$ cat config.mk
export PLATFORM = sky130hd
export DESIGN_NAME = echo_driver
export DESIGN_NICKNAME = d
export VERILOG_FILES = /design/src/rtl/echo_driver.sv
export SDC_FILE = /design/constraint.sdc
export NUM_CORES = 1
export LEC_CHECK = 0
export BUFFER_PORTS_ARGS = -buffer_cell sky130_fd_sc_hd__buf_4
export CORE_ASPECT_RATIO = 1.1
export CORE_UTILIZATION = 54
export CTS_BUF_LIST = sky130_fd_sc_hd__clkbuf_16
export DETAILED_ROUTE_END_ITERATION = 16
export PLACE_DENSITY_LB_ADDON = 0.1
export SYNTH_ARGS = -nofsm -noshare
export SYNTH_HDL_FRONTEND = slang
export SYNTH_SLANG_ARGS = --single-unit
$ cat constraint.sdc
create_clock -name CLK -period 4.5 [get_ports CLK]
set_clock_uncertainty 0.05 [all_clocks]
set_input_delay 0 -clock CLK [delete_from_list [all_inputs] [get_ports CLK]]
set_output_delay 0 -clock CLK [all_outputs]
set_load 0.02 [all_outputs]
$ cat src/rtl/echo_driver.sv
// Echo driver: issues numbered say requests and checks the in-order
// heard indications against them, reporting pass and an error count.
module echo_driver #(
  parameter int MAX_OUT = 4,
  parameter int ERRW    = 16
) (
  input  logic            CLK,
  input  logic            nRST,
  input  logic            start__ENA,
  input  logic [31:0]     start_count,
  input  logic [31:0]     start_base,
  output logic            start__RDY,
  output logic            say__ENA,
  output logic [31:0]     say_v,
  input  logic            say__RDY,
  input  logic            heard__ENA,
  input  logic [31:0]     heard_v,
  output logic            heard__RDY,
  output logic            busy,
  output logic            done,
  output logic            pass,
  output logic [ERRW-1:0] error_count
);

  typedef enum logic [1:0] {
    IDLE,
    RUN,
    DRAIN,
    DONE
  } state_t;

  state_t      state;
  logic [31:0] count;
  logic [31:0] base;
  logic [31:0] sent;
  logic [31:0] rcvd;
  logic [3:0]  outstanding;
  logic        unexp;

  logic        hear;
  logic        hear_ok;
  logic        err_inc;
  logic [31:0] sent_nx;
  logic [31:0] rcvd_nx;
  logic [3:0]  out_nx;

  assign busy       = (state == RUN) || (state == DRAIN);
  assign done       = (state == DONE);
  assign start__RDY = (state == IDLE) || (state == DONE);
  assign heard__RDY = busy;
  assign pass       = done && (error_count == '0) && !unexp;

  assign say__ENA = (state == RUN) && (sent < count) &&
                    (outstanding < 4'(MAX_OUT)) && say__RDY;
  assign say_v    = base + sent;

  // An indication with nothing outstanding is counted but not consumed.
  assign hear    = heard__ENA && heard__RDY;
  assign hear_ok = hear && (outstanding != 4'd0);
  assign err_inc = hear && ((outstanding == 4'd0) ||
                            (heard_v != base + rcvd));

  assign sent_nx = sent + 32'(say__ENA);
  assign rcvd_nx = rcvd + 32'(hear_ok);

  always_comb begin
    out_nx = outstanding;
    if (say__ENA && !hear_ok)
      out_nx = outstanding + 4'd1;
    else if (!say__ENA && hear_ok)
      out_nx = outstanding - 4'd1;
  end

  always_ff @(posedge CLK) begin
    if (!nRST) begin
      state       <= IDLE;
      count       <= '0;
      base        <= '0;
      sent        <= '0;
      rcvd        <= '0;
      outstanding <= '0;
      unexp       <= 1'b0;
      error_count <= '0;
    end else begin
      unique case (state)
        IDLE, DONE: begin
          if (start__ENA) begin
            count       <= start_count;
            base        <= start_base;
            sent        <= '0;
            rcvd        <= '0;
            outstanding <= '0;
            unexp       <= 1'b0;
            error_count <= '0;
            state       <= (start_count == 32'd0) ? DONE : RUN;
          end
        end
        RUN, DRAIN: begin
          sent        <= sent_nx;
          rcvd        <= rcvd_nx;
          outstanding <= out_nx;
          if (hear && (outstanding == 4'd0))
            unexp <= 1'b1;
          if (err_inc && !(&error_count))
            error_count <= error_count + 1'b1;
          if ((sent_nx == count) && (rcvd_nx == count))
            state <= DONE;
          else if (sent_nx == count)
            state <= DRAIN;
        end
        default: state <= IDLE;
      endcase
    end
  end

endmodule

==> impl_metrics.tcl <==
set metrics [dict create \
    grt-ovfl-total 0 \
    route.vias.total 14900 \
    critPathLaunchType "register" \
    required_ns 4.81 \
    ys.flop_type "dfxtp_1" \
    grt_pass1_vias 14000 \
    gp_congestion 0.946 \
    max-clock-path-buffers 2 \
    rsz0062_at_grt "true" \
    cp.arrival_ns 4.79 \
    netlist_area_sq_mm 0.0132 \
    h-tree-depth 4 \
    core-area_sq_mm 0.0238 \
    critPathMaxFanout 4 \
    maxSlewHeadroom 0.428 \
    path_class "register to register" \
    nNetsFinal 2320 \
    placement.io_buffers 154 \
    hp-class "input pin to register" \
    end_kind "register" \
    placed_area_sq_mm 0.0157 \
    layout_commonest_cell "buf_4" \
    vdd_drop_max_mv 0.253 \
    start_util 0.554 \
    design_area_sq_mm 0.0172 \
    drv_slew 0 \
    fmax_ghz 0.223 \
    antenna_left 0 \
    synth_cell_type_count 82 \
    status "finished, final reports clean" \
    final_cell_mix "317 x buf_4, 224 x nand2_1, 172 x a21oi_1" \
    grt_first_pass_wirelength_microns 73600 \
    syn-num-nets 2004 \
    area_delta_synth_final_pct 30.5 \
    setup_viol 0 \
    grt.total_usage 0.378 \
    wirelength_microns 48100 \
    antennaDiodeCount 0 \
    synth_area_leaders "dfxtp_1 23%, ha_1 9.9%, xnor2_1 8.8%, a21oi_1 6.7%, nand2_1 6.4%" \
    cts_sinks 151 \
    ys_seq_area_frac 0.229 \
    synth-edff-count 0 \
    synth_top_area_frac 0.229 \
    power_density_mw_per_mm2 262 \
    synth_warnings 0 \
    leakagePower_nw 7.43 \
    via_per_inst 6.15 \
    cts_tree "built" \
    async_reset_ff_frac 0 \
    synth-seq-cells 151 \
    layout_min_cycle_time_ns 4.48 \
    row_count 59 \
    initialDrtViolationCount 1430 \
    hold_viol 0 \
    dr.pass1.iters 6 \
    die_area_sq_mm 0.0250 \
    grt_max_degree 94 \
    syn_avg_cell_area_sq_um 7.34 \
    antenna_found_initial 0 \
    cts_buffers 17 \
    cts_root_buf "clkbuf_16" \
    hpwlAfterDp_microns 35700 \
    num_io_pins 155 \
    post-route-period-util 0.995 \
    drv_cap 0 \
    path_clk_slew_ns 0.07 \
    drive_above_1_share 0.201 \
    dieWidth_microns 151 \
    clk_latency_ns 0.43 \
    wire_per_inst_microns 19.8 \
    remaining_drc_errors 0 \
    synth_top_cell_by_area "dfxtp_1" \
    total_power_mw 4.51 \
    tightest_slew_ns 0.856 \
    syn_inst 1796 \
    timing.hold.ws_ns 0.317 \
    reg2reg_slack_ns 0.02 \
    die_h_microns 166 \
]
## power by group
part | internal, mW | total [mW] | switching, mW
Combinational | 0.603 | 1.48 | 0.876
Sequential | 1.40 | 1.46 | 0.0610
Clock | 0.898 | 1.56 | 0.666
Total | 2.90 | 4.51 | 1.60
## final timing paths
kind | endpoint | depth (start not counted) | startpoint
min reg2reg | count[13] | 2 | count[13]
max reg2reg | state[0] | 25 | count[20]
max | state[0] | 25 | count[20]
min | base[0] | 4 | start_base[0]
## worst max-delay path, cell delays in order (launching register included)
cell and delay, ns:
dfxtp_1 0.33, inv_1 0.05, ha_1 0.30, nand4_1 0.10, inv_1 0.05, a21oi_1 0.14, nand2_1 0.07, a21oi_1 0.15
nor2b_1 0.06, o21ai_1 0.12, nand2_1 0.06, nand2_1 0.08, nand3_2 0.12, a31oi_4 0.21, ha_4 0.19, ha_4 0.13
nand4_1 0.19, nor4_4 0.39, buf_4 0.20, nand3_4 0.09, xnor2_2 0.16, nor4_2 0.18, nand4_1 0.20, nor4_2 0.36
and3_4 0.25, mux2i_1 0.18
## synthesized netlist by cell type (all sizes together) (20+ instances only)
master / n
xnor2: 133
xor2: 47
nor2: 158
ha: 104
nand2: 225
a31oi: 23
dfxtp: 151
a21o: 34
and3: 41
nand4: 41
clkbuf: 67
a21oi: 179
nor4: 32
or3: 20
a22oi: 29
nor3: 36
nand3: 44
buf: 24
o21ai: 123
inv: 65
## registers in the layout, indices dropped and copies added, names as in the netlist
| register | count |
|---|---|
| base | 32 |
| count | 32 |
| error_count | 16 |
| outstanding | 4 |
| rcvd | 32 |
| sent | 32 |
| state | 2 |
| unexp | 1 |
## cells by family (layout without fill, tap and decap cells)
logic type,count (synthesis),count (layout),share of synthesized area
flops,151,151,0.229
fa+ha+maj,107,107,0.103
buf+inv,157,486,0.0488
compound gates,497,497,0.234
simple gates,693,693,0.256
xor+xnor,180,180,0.120
mux,11,11,0.00883
## layout make-up
| type | instances | area (sq um) |
|---|---|---|
| clock buffer | 17 | 425 |
| multi-input combinational | 1488 | 9800 |
| sequential | 151 | 3030 |
| inverter | 66 | 250 |
| fill | 1912 | 6570 |
| timing repair buffer | 388 | 3110 |
| tap | 305 | 382 |
| clock inverter | 15 | 203 |
## metrics by stage
stage | utilization | TNS (ns) | setup WS, ns | cells
after global routing | 0.724 | -0.600 | -0.256 | 2430
after detailed placement | 0.659 | -0.610 | -0.279 | 2326
after CTS | 0.716 | 0 | 0.0131 | 2426
final | 0.724 | 0 | 0.0204 | 2430
after floorplan | - | -0.00555 | -0.00555 | 1796
after global placement | 0.659 | -0.284 | -0.128 | 2326
## what timing repair did
| item | in CTS | in global routing |
|---|---|---|
| resized for setup | 15 | 36 |
| hold endpoints to repair | 87 | 0 |
| hold buffers | 67 | 0 |
| pin swaps | 23 | 25 |
| setup endpoints to repair | 3 | 19 |
| setup buffers | 1 | 4 |
## metal layers
metal  routed length, microns  track usage  vias up
met2                    22700        0.631      761
met1                    19700        0.485     6946
met5                        0            0        -
li1                         -            -     7088
met3                     3490       0.0423      141
met4                     2230        0.166        0
No activity file was read; power rests on OpenSTA's default activity.
